<file path="src/rtl/fifo_pkg.sv">
// Shared helpers for sync_fifo_param: address-width math and elaboration-time
// parameter legality checks used by the FIFO top level.
package fifo_pkg;

    function automatic int fifo_clog2(input int value);
        int result;
        int v;
        result = 0;
        v = value - 1;
        while (v > 0) begin
            result = result + 1;
            v = v >> 1;
        end
        return result;
    endfunction

    // usedw must represent 0..DEPTH inclusive, hence one bit beyond the address
    function automatic int usedw_width(input int addr_bits);
        return addr_bits + 1;
    endfunction

    localparam int DEFAULT_ADDR_BITS = 4;
    localparam int DEFAULT_USEDW_W   = DEFAULT_ADDR_BITS + 1;

endpackage

`define FIFO_CHECK_DEPTH(D, A) \
    if ((D) < 2 || fifo_pkg::fifo_clog2(D) > (A)) begin : g_bad_depth \
        $error("sync_fifo_param: DEPTH must satisfy 2 <= DEPTH <= 2**ADDR_BITS"); \
    end

`define FIFO_CHECK_THRESH(AF, AE, D) \
    if ((AF) > (D) || (AE) > (D) || (AF) < 0 || (AE) < 0) begin : g_bad_thresh \
        $error("sync_fifo_param: thresholds must lie in 0..DEPTH"); \
    end

</file>
<file path="src/rtl/sync_fifo_param_if.sv">
// Handshake/status bundle between a FIFO user (master) and sync_fifo_param (slave).
// The hwm member exists only when FIFO_HWM_EN is defined.
interface sync_fifo_param_if #(
    parameter int WIDTH     = 16,
    parameter int ADDR_BITS = 4
);
    logic [WIDTH-1:0]   data;
    logic               wrreq;
    logic               rdreq;
    logic               sclr;
    logic               full;
    logic               almost_full;
    logic               empty;
    logic               almost_empty;
    logic               overflow;
    logic               underflow;
    logic [WIDTH-1:0]   q;
    logic [ADDR_BITS:0] usedw;
`ifdef FIFO_HWM_EN
    logic [ADDR_BITS:0] hwm;
`endif

    modport master (
        output data, wrreq, rdreq, sclr,
        input  full, almost_full, empty, almost_empty, overflow, underflow, q, usedw
`ifdef FIFO_HWM_EN
        , input hwm
`endif
    );

    modport slave (
        input  data, wrreq, rdreq, sclr,
        output full, almost_full, empty, almost_empty, overflow, underflow, q, usedw
`ifdef FIFO_HWM_EN
        , output hwm
`endif
    );

endinterface

</file>
<file path="src/rtl/fifo_ram_sdp.sv">
// Simple dual-port RAM: one write port, one registered read port whose output
// register resets to zero (the array itself is never reset).
module fifo_ram_sdp #(
    parameter int WIDTH     = 16,
    parameter int DEPTH     = 12,
    parameter int ADDR_BITS = 4
) (
    input  logic                 clk,
    input  logic                 rst_n,
    input  logic                 wr_en,
    input  logic [ADDR_BITS-1:0] wr_addr,
    input  logic [WIDTH-1:0]     wr_data,
    input  logic                 rd_en,
    input  logic [ADDR_BITS-1:0] rd_addr,
    output logic [WIDTH-1:0]     rd_data
);

    logic [WIDTH-1:0] mem [0:DEPTH-1];

    always_ff @(posedge clk) begin
        if (wr_en) begin
            mem[wr_addr] <= wr_data;
        end
    end

    always_ff @(posedge clk or negedge rst_n) begin
        if (!rst_n) begin
            rd_data <= '0;
        end else if (rd_en) begin
            rd_data <= mem[rd_addr];
        end
    end

endmodule

</file>
<file path="src/rtl/sync_fifo_param.sv">
// Parametrised single-clock FIFO with normal/show-ahead read, threshold flags,
// sticky overflow/underflow and synchronous clear. FIFO_HWM_EN adds the hwm output.
module sync_fifo_param
    import fifo_pkg::*;
#(
    parameter int WIDTH         = 16,
    parameter int DEPTH         = 12,
    parameter int ADDR_BITS     = 4,
    parameter int AFULL_THRESH  = 10,
    parameter int AEMPTY_THRESH = 2,
    parameter int SHOWAHEAD     = 0
) (
    input logic              clk,
    input logic              aclr_n,
    sync_fifo_param_if.slave bus
);

    `FIFO_CHECK_DEPTH(DEPTH, ADDR_BITS)
    `FIFO_CHECK_THRESH(AFULL_THRESH, AEMPTY_THRESH, DEPTH)

    localparam int UW = usedw_width(ADDR_BITS);

    typedef logic [ADDR_BITS-1:0] ptr_t;
    typedef logic [UW-1:0]        cnt_t;

    // Depth need not be a power of two, so wrap is an explicit compare
    function automatic ptr_t ptr_inc(input ptr_t p);
        return (p == ptr_t'(DEPTH - 1)) ? '0 : p + ptr_t'(1);
    endfunction

    ptr_t             wr_ptr, rd_ptr;
    cnt_t             cnt, cnt_next;
    logic             full_r, empty_r, afull_r, aempty_r, ovf_r, udf_r;
    logic             head_valid, head_next;
    logic             wr_ok, rd_ok, fetch, empty_next;
    logic [WIDTH-1:0] q_word;

    // In show-ahead mode the head word lives in the RAM output register, so the
    // FIFO only looks non-empty once a prefetch has actually landed there.
    always_comb begin
        wr_ok    = bus.wrreq && !full_r;
        rd_ok    = bus.rdreq && !empty_r;
        cnt_next = cnt;
        if (wr_ok && !rd_ok) begin
            cnt_next = cnt + cnt_t'(1);
        end else if (rd_ok && !wr_ok) begin
            cnt_next = cnt - cnt_t'(1);
        end
        fetch     = rd_ok;
        head_next = 1'b0;
        if (SHOWAHEAD != 0) begin
            fetch     = (cnt != cnt_t'(head_valid)) && (!head_valid || rd_ok);
            head_next = fetch || (head_valid && !rd_ok);
        end
        empty_next = (SHOWAHEAD != 0) ? !head_next : (cnt_next == '0);
    end

    always_ff @(posedge clk or negedge aclr_n) begin
        if (!aclr_n) begin
            wr_ptr     <= '0;
            rd_ptr     <= '0;
            cnt        <= '0;
            head_valid <= 1'b0;
            full_r     <= 1'b0;
            empty_r    <= 1'b1;
            afull_r    <= (AFULL_THRESH == 0);
            aempty_r   <= 1'b1;
            ovf_r      <= 1'b0;
            udf_r      <= 1'b0;
        end else if (bus.sclr) begin
            wr_ptr     <= '0;
            rd_ptr     <= '0;
            cnt        <= '0;
            head_valid <= 1'b0;
            full_r     <= 1'b0;
            empty_r    <= 1'b1;
            afull_r    <= (AFULL_THRESH == 0);
            aempty_r   <= 1'b1;
            ovf_r      <= 1'b0;
            udf_r      <= 1'b0;
        end else begin
            if (wr_ok) begin
                wr_ptr <= ptr_inc(wr_ptr);
            end
            if (fetch) begin
                rd_ptr <= ptr_inc(rd_ptr);
            end
            cnt        <= cnt_next;
            head_valid <= head_next;
            full_r     <= (cnt_next == cnt_t'(DEPTH));
            empty_r    <= empty_next;
            afull_r    <= (cnt_next >= cnt_t'(AFULL_THRESH));
            aempty_r   <= (cnt_next <= cnt_t'(AEMPTY_THRESH));
            if (bus.wrreq && full_r) begin
                ovf_r <= 1'b1;
            end
            if (bus.rdreq && empty_r) begin
                udf_r <= 1'b1;
            end
        end
    end

    // Write gated by reset so nothing lands in RAM while aclr_n is asserted
    fifo_ram_sdp #(
        .WIDTH     (WIDTH),
        .DEPTH     (DEPTH),
        .ADDR_BITS (ADDR_BITS)
    ) u_ram (
        .clk     (clk),
        .rst_n   (aclr_n),
        .wr_en   (wr_ok && !bus.sclr && aclr_n),
        .wr_addr (wr_ptr),
        .wr_data (bus.data),
        .rd_en   (fetch && !bus.sclr),
        .rd_addr (rd_ptr),
        .rd_data (q_word)
    );

`ifdef FIFO_HWM_EN
    cnt_t hwm_r;

    always_ff @(posedge clk or negedge aclr_n) begin
        if (!aclr_n) begin
            hwm_r <= '0;
        end else if (bus.sclr) begin
            hwm_r <= '0;
        end else if (cnt_next > hwm_r) begin
            hwm_r <= cnt_next;
        end
    end

    assign bus.hwm = hwm_r;
`endif

    assign bus.q            = q_word;
    assign bus.usedw        = cnt;
    assign bus.full         = full_r;
    assign bus.empty        = empty_r;
    assign bus.almost_full  = afull_r;
    assign bus.almost_empty = aempty_r;
    assign bus.overflow     = ovf_r;
    assign bus.underflow    = udf_r;

endmodule

</file>
<file path="src/flat_wrapper.sv">
// flat-port wrapper written by rule: the top's interface ports become plain ports
module sync_fifo_param_flat import fifo_pkg::*;
#(
    parameter int WIDTH         = 16,
    parameter int DEPTH         = 12,
    parameter int ADDR_BITS     = 4,
    parameter int AFULL_THRESH  = 10,
    parameter int AEMPTY_THRESH = 2,
    parameter int SHOWAHEAD     = 0
)
  (clk, aclr_n, bus_data, bus_wrreq, bus_rdreq, bus_sclr, bus_full, bus_almost_full, bus_empty, bus_almost_empty, bus_overflow, bus_underflow, bus_q, bus_usedw);
  sync_fifo_param_if #(.WIDTH(WIDTH), .ADDR_BITS(ADDR_BITS)) bus_i ();
  input logic clk;
  input logic aclr_n;
  input wire logic [$bits(bus_i.data)-1:0] bus_data;
  input wire logic [$bits(bus_i.wrreq)-1:0] bus_wrreq;
  input wire logic [$bits(bus_i.rdreq)-1:0] bus_rdreq;
  input wire logic [$bits(bus_i.sclr)-1:0] bus_sclr;
  output wire logic [$bits(bus_i.full)-1:0] bus_full;
  output wire logic [$bits(bus_i.almost_full)-1:0] bus_almost_full;
  output wire logic [$bits(bus_i.empty)-1:0] bus_empty;
  output wire logic [$bits(bus_i.almost_empty)-1:0] bus_almost_empty;
  output wire logic [$bits(bus_i.overflow)-1:0] bus_overflow;
  output wire logic [$bits(bus_i.underflow)-1:0] bus_underflow;
  output wire logic [$bits(bus_i.q)-1:0] bus_q;
  output wire logic [$bits(bus_i.usedw)-1:0] bus_usedw;
  assign bus_i.data = bus_data;
  assign bus_i.wrreq = bus_wrreq;
  assign bus_i.rdreq = bus_rdreq;
  assign bus_i.sclr = bus_sclr;
  assign bus_full = bus_i.full;
  assign bus_almost_full = bus_i.almost_full;
  assign bus_empty = bus_i.empty;
  assign bus_almost_empty = bus_i.almost_empty;
  assign bus_overflow = bus_i.overflow;
  assign bus_underflow = bus_i.underflow;
  assign bus_q = bus_i.q;
  assign bus_usedw = bus_i.usedw;
  sync_fifo_param #(.WIDTH(WIDTH), .DEPTH(DEPTH), .ADDR_BITS(ADDR_BITS), .AFULL_THRESH(AFULL_THRESH), .AEMPTY_THRESH(AEMPTY_THRESH), .SHOWAHEAD(SHOWAHEAD)) u_core (.clk(clk), .aclr_n(aclr_n), .bus(bus_i));
endmodule
</file>
<file path="config.mk">
export PLATFORM = sky130hd
export DESIGN_NAME = sync_fifo_param_flat
export DESIGN_NICKNAME = d
export VERILOG_FILES = /design/src/rtl/fifo_pkg.sv /design/src/rtl/sync_fifo_param_if.sv /design/src/rtl/fifo_ram_sdp.sv /design/src/rtl/sync_fifo_param.sv /design/src/flat_wrapper.sv
export SDC_FILE = /design/constraint.sdc
export NUM_CORES = 1
export LEC_CHECK = 0
export CAP_MARGIN = 20
export CORE_UTILIZATION = 54
export DETAILED_ROUTE_END_ITERATION = 16
export PLACE_DENSITY = 0.76
export SYNTH_ARGS = -nofsm -noshare
export SYNTH_HDL_FRONTEND = slang
export SYNTH_SLANG_ARGS = --single-unit
</file>
<file path="constraint.sdc">
create_clock -name clk -period 1.94 [get_ports clk]
set_input_delay 0.388 -clock clk [delete_from_list [all_inputs] [get_ports clk]]
set_output_delay 0.388 -clock clk [all_outputs]
set_load 0.005 [all_outputs]
</file>
# ---- Yosys cells after proc, flatten, opt, wreduce, memory -nomap -nowiden
# Memories as Yosys holds them, arrays and structs flattened. A register that Yosys moved wholly into a read port is not among the register bits.
# Index checks and enable logic that the tools add are counted.
dict set report totals {
  register_bits 19
  ram_bits 192
  output_inout_bits 27
  word_cells 58
  n_memories 1
}
dict set report op_classes {
  addsub 4
  order_cmp 2
  eq_ne 3
  n_mux 19
  reduce_logical 20
}
# memory depth width read_ports rd_clocked_by_memory_dff wr line
set mem_list {}
lappend mem_list {u_core.u_ram.mem 12 16 1 1 1 fifo_ram_sdp.sv:18} ;# logic [WIDTH-1:0] mem [0:DEPTH-1];
# op n
set ops {}
lappend ops {{2-to-1 mux 4 bit} 6}
lappend ops {{2-to-1 mux 5 bit} 3}
lappend ops {{2-to-1 mux 1 bit} 10}
lappend ops {{logical AND 1 bit} 9}
lappend ops {{adder 4 x 1 -> 4 bit, second input constant} 2}
lappend ops {{== test 4 bit, second input constant} 2}
lappend ops {{nonzero test 2 bit} 4}
lappend ops {{zero test 1 bit} 6}
lappend ops {{adder 5 x 1 -> 5 bit, second input constant} 1}
lappend ops {{== test 5 x 4 -> 1 bit, second input constant} 1}
lappend ops {{>= comparator 5 x 4 -> 1 bit, second input constant} 1}
lappend ops {{less-or-equal comparator 5 x 2 -> 1 bit, second input constant} 1}
lappend ops {{zero test 5 bit} 1}
lappend ops {{subtractor 5 x 1 -> 5 bit, second input constant} 1}

# ---- Logic depth before layout (Yosys ltp)
# Gate-level depths: netlist of run 1.
dict set report logic_depth {
  depth_word 8
  mapped_depth 7
}

# ---- By module
# From an unflattened synthesis of run 1, not the netlist that was laid out.
dict set report unflattened {
  hier_cells 545
  hier_area_um2 9162.5
}
# module instances cells_each area_per_inst_um2 seq_area_each_um2
set by_module_without_submodules {}
lappend by_module_without_submodules {fifo_ram_sdp 1 427 8039.0 6165.9}
lappend by_module_without_submodules {sync_fifo_param 1 118 1123.6 478.0}

# ---- Worst setup path after synthesis of run 1
# No wires, ideal clock.
dict set report synth_timing {
  kind {input to register}
  from {in bus_sclr}
  to {mem u_core.u_ram.mem[7][0] (enable)}
  setup_time_ps 374
  t_arrival_ps 1675
  required_ps 1566
  setup_slack_ps -108
  stages 5
  path_buffers 1
  cell_sequence {clkbuf_1 > inv_1 > nand2_1 > nor4b_1 > and2_1}
}
dict set report synth_via {
  elab_chain_len 5
}
# item line
set synth_rtl {}
lappend synth_rtl {{start: declaration} flat_wrapper.sv:18} ;# input wire logic [$bits(bus_i.sclr)-1:0] bus_sclr;
lappend synth_rtl {{zero test 1 bit} sync_fifo_param.sv:111} ;# .wr_en (wr_ok && !bus.sclr && aclr_n),
lappend synth_rtl {{logical AND 1 bit (2 in series)} sync_fifo_param.sv:111}
lappend synth_rtl {{2-to-1 mux 1 bit} fifo_ram_sdp.sv:21} ;# if (wr_en) begin
lappend synth_rtl {{2-to-1 mux 1 bit (not written as such)} fifo_ram_sdp.sv:22} ;# mem[wr_addr] <= wr_data;
lappend synth_rtl {{end: declaration} fifo_ram_sdp.sv:18}
# No other way between the ends.

# ---- Final worst setup path of run 1
dict set report layout_timing {
  from {reg u_core.cnt[3], in the netlist u_core.bus.usedw[3]}
  to {out bus_usedw[3]}
}
# item line
set layout_rtl {}
lappend layout_rtl {{start: declaration} sync_fifo_param.sv:32} ;# cnt_t cnt, cnt_next;
lappend layout_rtl {{start signal: assignment} sync_fifo_param.sv:88} ;# cnt <= cnt_next;
lappend layout_rtl {{end: declaration} flat_wrapper.sv:26} ;# output wire logic [$bits(bus_i.usedw)-1:0] bus_usedw;
# No word-level cell between the ends.

==> results by group, run 1 <==
Run status
  – Status: finished clean

Worst setup path
  – Largest stage delay, worst path: 0.55 ns
  – R2r startpoint: u_core.bus.empty$_DFF_PN1_
  – Critical path buffers and inverters: 1
  – Critical path's slowest cell: clkdlybuf4s50_1
  – Worst setup path start: u_core.bus.usedw[3]$_DFF_PN0_
  – Crit Path Category: reg2out
  – Critical path depth: 1
  – CP Cell Sequence: clkdlybuf4s50_1
  – RR Endpoint: u_core.bus.almost_empty$_DFF_PN1_
  – Family with the most delay on the worst path: buffers and inverters
  – WP data required: 1.55 ns
  – Worst R2R Path Depth: 7
  – Crit. End Element: output pin
  – Worst setup path end: bus_usedw[3]
  – WP data arrival: 1.51 ns
  – Peak fanout along the critical path: 6
  – Setup crit start kind: flip-flop
  – R2R Setup Slk: 0.08 ns

Drt
  – WL/cell: 21.6 um
  – DRC: 0
  – Initial drt markers: 400
  – Total wire length: 18.8 mm
  – Vias: 5169
  – Post-route ant nets: 0
  – Via-to-Cell Ratio: 5.94
  – Router iterations before antenna repair: 5

Global route
  – GR Overflow Total: 0
  – Wire length of the first global-routing pass: 29.2 mm
  – Initial antenna violation count: 0
  – Pin count of the biggest net entering global routing: 37
  – Vias in the first global route: 5308
  – Overall Global Routing Usage: 22.4%

Placed design
  – Hpwl dp: 11.9 mm
  – Gp weighted congestion: 0.895
  – IO buf count: 47
  – Dpl cells: 830

CTS
  – Root Buffer: clkbuf_16
  – Clock Latency Late Sink: 0.50 ns
  – Total CTS buffers: 22
  – CTS tree: yes
  – Clock slew at reported path FFs: 0.06 ns
  – Post-CTS setup buffer count: 0
  – # clock sinks: 227
  – CTS Buffer Depth: 3
  – CTS H-tree depth: 1

Power
  – Power per cell area: 1080 mW/mm^2
  – Peak VDD IR: 769 uV
  – Leakage: 0.00369 uW
  – Total power: 12000 uW

Final layout
  – Fin nets: 662
  – Layout fillers: 1062
  – Share of cells above drive strength 1: 21.2%
  – Syn-to-layout area delta: 23.0%
  – Finished Layout Cells: 870
  – Antenna fix cells: 0

Timing
  – Post-route minimum period: 1.89 ns
  – Fin crit share: 97.6%
  – WHS: 0.00165 ns
  – RSZ-0062 raised after global routing: no
  – Actual slew at the worst max-slew pin: 0.530 ns
  – Final Slew Violations: 0
  – Clock skew: 0.0109 ns
  – Fmax: 0.528 GHz
  – Slew headroom: 64.7%
  – Final Hold Vio Count: 0
  – Final setup violating endpoints: 0

Synthesis
  – Syn_area_per_cell: 16.9 um^2
  – Post-synth top flop: edfxtp_1
  – Synth cell types: 46
  – Synth Instances: 537
  – Yosys warning count: 0
  – EDFF count, synth: 192
  – Cell taking the most area after synthesis: edfxtp_1
  – Top-area cell type share of the netlist area: 63.5%
  – #FFs+latches synth: 227
  – Mapped Nets: 565
  – Seq/Total Area, Yosys: 73.1%
  – Largest cells by area after synthesis: edfxtp_1 63%, dfrtp_1 9.1%, mux2i_1 7.1%
  – Most common cell in the synthesized netlist: edfxtp_1
  – FFs w/ async S/R, synth: 15.4%
  – Top post-synthesis cells by count: 192 x edfxtp_1, 64 x mux2i_1, 34 x a22oi_1
  – Mapped cell area: 0.00908 mm^2

Floorplanning
  – Initial Utilization: 55.0%
  – Full die area: 0.0173 mm^2
  – Core area: 0.0165 mm^2
  – Die width: 132 um
  – Top-Level Pins: 48
  – Rows: 47
  – Die span in y: 132 um

Run
  – Max-cap violations: 0

Min path
  – Hold Crit Class: in2async
==> state kept, by name, indices dropped and copies added, names as in the netlist <==
| signal | cells |
|---|---|
| u_core.u_ram.mem | 192 |
| u_core.rd_ptr | 4 |
| u_core.bus.full | 1 |
| u_core.u_ram.rd_data | 16 |
| u_core.bus.almost_full | 1 |
| u_core.bus.empty | 1 |
| u_core.bus.underflow | 1 |
| u_core.bus.overflow | 1 |
| u_core.bus.almost_empty | 1 |
| u_core.bus.usedw | 5 |
| u_core.wr_ptr | 4 |
==> worst min path at each step <==
stage	from	to	slack, ns
2_1_floorplan	aclr_n	u_core.bus.almost_full$_DFF_PN0_	0.09
4_1_cts	aclr_n	u_core.u_ram.rd_data[15]$_DFFE_PN0P_	0.02
3_5_place_dp	u_core.bus.underflow$_DFFE_PN0P_	u_core.bus.underflow$_DFFE_PN0P_	0.49
3_3_place_gp	u_core.bus.underflow$_DFFE_PN0P_	u_core.bus.underflow$_DFFE_PN0P_	0.48
6_report	aclr_n	u_core.u_ram.rd_data[15]$_DFFE_PN0P_	0.002
5_1_grt	aclr_n	u_core.u_ram.rd_data[15]$_DFFE_PN0P_	0.05
==> cells in the final DEF, fill, tap and decap left out, types with 12 or more instances in the layout <==
master             n
dfrtp_1           31
nor2_1            27
and2_2            12
a221oi_1          16
edfxtp_1         192
buf_12            24
clkdlybuf4s50_1   45
buf_4             32
nand2_1           12
clkbuf_16         23
mux2i_1           64
a22oi_1           34
a21oi_1           27
mux4_2            16
==> area by class of cell <==
cell class / instances / area (um^2) / area share (%)
Tap cell: 220 / 275 / 2.46
Clock inverter: 8 / 96.3 / 0.862
Inverter: 7 / 26.3 / 0.235
Timing Repair Buffer: 104 / 1200 / 10.7
Clock buffer: 32 / 619 / 5.54
Sequential cell: 227 / 6650 / 59.5
Multi-Input combinational cell: 272 / 2310 / 20.7
==> metal layers <==
metal / track usage (%) / share of wire [%]
met1: 29.2 / 41
met2: 38.0 / 51
met3: 3.63 / 5.4
met4: 8.85 / 3.1
met5: 0 / 0
==> where the power goes <==
group,switching [uW],internal [uW]
Sequential,179,5550
Combinational,966,1160
Clock,1690,2490
Total,2840,9200
==> metrics by stage <==
stage,setup TNS [ns],cell area (um^2),setup slack (ns),util (%)
4_1_cts,0,11200,0.0240,67.5
2_1_floorplan,0,9100,0.0657,-
3_5_place_dp,-72.76,10400,-0.460,63.1
6_report,0,11200,0.0464,67.6
3_3_place_gp,-60.91,10400,-0.387,63.1
5_1_grt,0,11200,0.00247,67.6
==> cell families (layout without fill, tap and decap cells) <==
| group | count (synthesis) | after routing | share of synthesized area, % |
|---|---|---|---|
| AO/OA/AOI/OAI | 92 | 92 | 7.19 |
| XOR/XNOR | 4 | 4 | 0.386 |
| adder cells (fa/ha/maj) | 7 | 7 | 0.964 |
| buffers and inverters | 38 | 151 | 1.89 |
| flip-flops | 227 | 227 | 73.1 |
| multiplexers | 82 | 82 | 11.3 |
| AND/OR/NAND/NOR | 87 | 87 | 5.10 |
==> repair_timing <==
action / in CTS / in global routing
gates cloned: 0 / 0
resized for setup: 3 / 6
endpoints found under the setup margin: 3 / 164
hold buffers: 0 / 0
(Power assumes the default switching activity.)
==> run 2, diff against run 1 <==
--- a/config.mk
+++ b/config.mk
@@ -9,6 +9,7 @@
 export CORE_UTILIZATION = 54
 export DETAILED_ROUTE_END_ITERATION = 16
 export PLACE_DENSITY = 0.76
+export SKIP_LAST_GASP = 1
 export SYNTH_ARGS = -nofsm -noshare
 export SYNTH_HDL_FRONTEND = slang
 export SYNTH_SLANG_ARGS = --single-unit
==> constraint.sdc (replaced) <==
create_clock -name clk -period 1.94 [get_ports clk]
set_input_delay 0.388 -clock clk [delete_from_list [all_inputs] [get_ports clk]]
set_output_delay 0.388 -clock clk [all_outputs]
set_load 0.05 [all_outputs]
==> run 2 against run 1 <==
  * Sequential cell count is the same
  * Via count shrank 1.4%
  * Wire length shrank 0.93%
  * Count of clock-buffer cells in the layout is the same
  * Global-route usage shrank 0.23 points
  * Highest routed layer unchanged
  * Power grew 3.3%
  * The flow now finishes with violations (setup timing)
  * Largest power group unchanged
  * Worst setup slack lost 0.058 ns
==> results by group, run 2 (same netlist as run 1, synthesis figures left out) <==
Worst setup path
  – Worst R2R Path Depth: 6 (was 7)
  – Largest stage delay, worst path: 0.57 ns (was 0.55 ns)
  – Setup crit start kind: flip-flop (unchanged)
  – Crit. End Element: flip-flop (was output pin)
  – Peak fanout along the critical path: 5 (was 6)
  – WP data arrival: 2.34 ns (was 1.51 ns)
  – CP Cell Sequence: nand2b_4 -> nor2_4 -> buf_4 -> nor4_1 -> a21oi_1 -> a2111oi_4 (was clkdlybuf4s50_1)
  – Critical path buffers and inverters: 1 (unchanged)
  – Critical path's slowest cell: dfstp_2 (was clkdlybuf4s50_1)
  – WP data required: 2.33 ns (was 1.55 ns)
  – Crit Path Category: reg2reg (was reg2out)
  – Critical path depth: 6 (was 1)
  – Family with the most delay on the worst path: simple AND/OR/NAND/NOR gates (was buffers and inverters)

Final layout
  – Share of cells above drive strength 1: 23.4% (was 21.2%)
  – Fin nets: 663 (was 662)
  – Largest Register: u_core.u_ram.mem (unchanged)
  – Multi-input logic area: 0.00235 mm^2 (was 0.00231 mm^2)
  – Antenna fix cells: 0 (unchanged)
  – Most common cell after layout, fill and taps aside: edfxtp_1 (unchanged)
  – Post-layout util: 67.1% (was 67.6%)
  – Most frequent cells in the layout: 192 x edfxtp_1, 64 x mux2i_1, 47 x buf_4 (was 192 x edfxtp_1, 64 x mux2i_1, 45 x clkdlybuf4s50_1)
  – Reg area: 0.00665 mm^2 (about the same)
  – Max reg flops: 192 (unchanged)
  – Syn-to-layout area delta: 22.1% (was 23.0%)
  – Layout fillers: 1102 (was 1062)

Drt
  – Initial drt markers: 449 (was 400)
  – DRC: 0 (unchanged)
  – WL/cell: 21.4 um (was 21.6 um)
  – Total wire length: 18.6 mm (was 18.8 mm)
  – Post-route ant nets: 0 (unchanged)
  – Router iterations before antenna repair: 5 (unchanged)
  – Vias: 5096 (was 5169)
  – Via-to-Cell Ratio: 5.86 (was 5.94)

Global route
  – Vias in the first global route: 5241 (was 5308)
  – GR Overflow Total: 0 (unchanged)
  – Pin count of the biggest net entering global routing: 40 (was 37)
  – Initial antenna violation count: 0 (unchanged)
  – Wire length of the first global-routing pass: 29.3 mm (was 29.2 mm)
  – Overall Global Routing Usage: 22.2% (was 22.4%)

Power
  – Leakage: 0.00371 uW (was 0.00369 uW)
  – Peak VDD IR: 672 uV (was 769 uV)
  – Power per cell area: 1120 mW/mm^2 (was 1080 mW/mm^2)

Run status
  – Status: complete, but fails checks (was finished clean)
  – Violated checks: setup timing

Floorplanning
  – Top-Level Pins: 48 (unchanged)
  – Core area: 0.0165 mm^2 (unchanged)
  – Die width: 132 um (unchanged)
  – Rows: 47 (unchanged)
  – Initial Utilization: 55.0% (unchanged)
  – Die span in y: 132 um (unchanged)
  – Full die area: 0.0173 mm^2 (unchanged)

CTS
  – Root Buffer: clkbuf_16 (unchanged)
  – CTS Hold Buffers Added: 0 (unchanged)
  – # clock sinks: 227 (unchanged)
  – Clock slew at reported path FFs: 0.06 ns (about the same)
  – Clock Latency Late Sink: 0.50 ns (about the same)
  – CTS H-tree depth: 1 (unchanged)
  – CTS tree: yes (unchanged)
  – CTS Buffer Depth: 3 (unchanged)
  – Total CTS buffers: 22 (unchanged)

Timing
  – Fin crit share: 101% (was 97.6%)
  – Fmax: 0.512 GHz (was 0.528 GHz)
  – PnR worst setup slack: -0.0113 ns (was 0.0464 ns)
  – Clock skew: 0.00848 ns (was 0.0109 ns)
  – Final Hold Vio Count: 0 (unchanged)
  – Final setup violating endpoints: 1 (was 0)
  – Final Slew Violations: 0 (unchanged)
  – Post-route minimum period: 1.95 ns (was 1.89 ns)
  – Actual slew at the worst max-slew pin: 0.529 ns (was 0.530 ns)
  – Slew headroom: 64.6% (was 64.7%)

Placed design
  – Hpwl dp: 11.9 mm (about the same)
  – Worst slack, placed: -0.345 ns (was -0.460 ns)
  – IO buf count: 47 (unchanged)
  – Gp weighted congestion: 0.838 (was 0.895)

Run
  – Max-cap violations: 0 (unchanged)

Min path
  – Hold Crit Class: in2async (unchanged)
[run 2: metrics by stage]
stage                     cell area (um^2)  TNS [ns]  instances  total power (uW)  hold slack [ns]
after floorplan                       9150     -1.79        537              7680           0.0924
after global placement               10400    -56.50        827              8620            0.481
after detailed placement             10400    -59.02        827              8710            0.499
after CTS                            11000         0        866             12400           0.0332
after global routing                 11100   -0.0126        870             12900           0.0575
final                                11100   -0.0113        870             12400           0.0135
[run 2: cell type report]
cell class	instances	share of cell area, %
sequential	227	60.0
multi-input combinational	272	21.2
timing repair buffer	105	10.2
clock buffer	32	5.57
tap	220	2.48
clock inverter	7	0.395
inverter	7	0.237
[run 2: worst register-to-register path, cell delays in order, from the launching register on]
cell       delay, ns
dfstp_2         0.57
nand2b_4        0.18
nor2_4          0.05
buf_4           0.14
nor4_1          0.34
a21oi_1         0.17
a2111oi_4       0.40
[run 2: worst paths after layout]
path | slack, ns | to | startpoint
max reg2reg | -0.01 | u_core.bus.empty$_DFF_PN1_ | u_core.bus.empty$_DFF_PN1_
max | -0.01 | u_core.bus.empty$_DFF_PN1_ | u_core.bus.empty$_DFF_PN1_
min in group clk | 0.50 | u_core.bus.overflow$_DFFE_PN0P_ | u_core.bus.overflow$_DFFE_PN0P_
max in group asynchronous | 1.55 | u_core.rd_ptr[1]$_DFFE_PN0P_ | aclr_n
min reg2reg | 0.50 | u_core.bus.overflow$_DFFE_PN0P_ | u_core.bus.overflow$_DFFE_PN0P_
min | 0.01 | u_core.u_ram.rd_data[0]$_DFFE_PN0P_ | aclr_n
[run 2: metal layers]
| layer | vias up | share of wire (%) | GRT usage (%) |
|---|---|---|---|
| li1 | 2306 | - | - |
| met1 | 2615 | 41 | 29.7 |
| met2 | 147 | 52 | 38.6 |
| met3 | 28 | 4.9 | 2.51 |
| met4 | 0 | 1.8 | 6.59 |
| met5 | - | 0 | 0 |
[run 2: what timing repair did]
item / in CTS / in global routing
cloned: 0 / 0
buffers inserted: 0 / 4
setup endpoints to repair: 16 / 67
resized for setup: 16 / 4
[run 2: power breakdown]
part / leakage [uW] / switching [uW] / internal (uW)
Combinational: 0.00123 / 1730 / 1080
Sequential: 0.00215 / 176 / 5550
Clock: 0.000327 / 1670 / 2210
Total: 0.00371 / 3580 / 8850
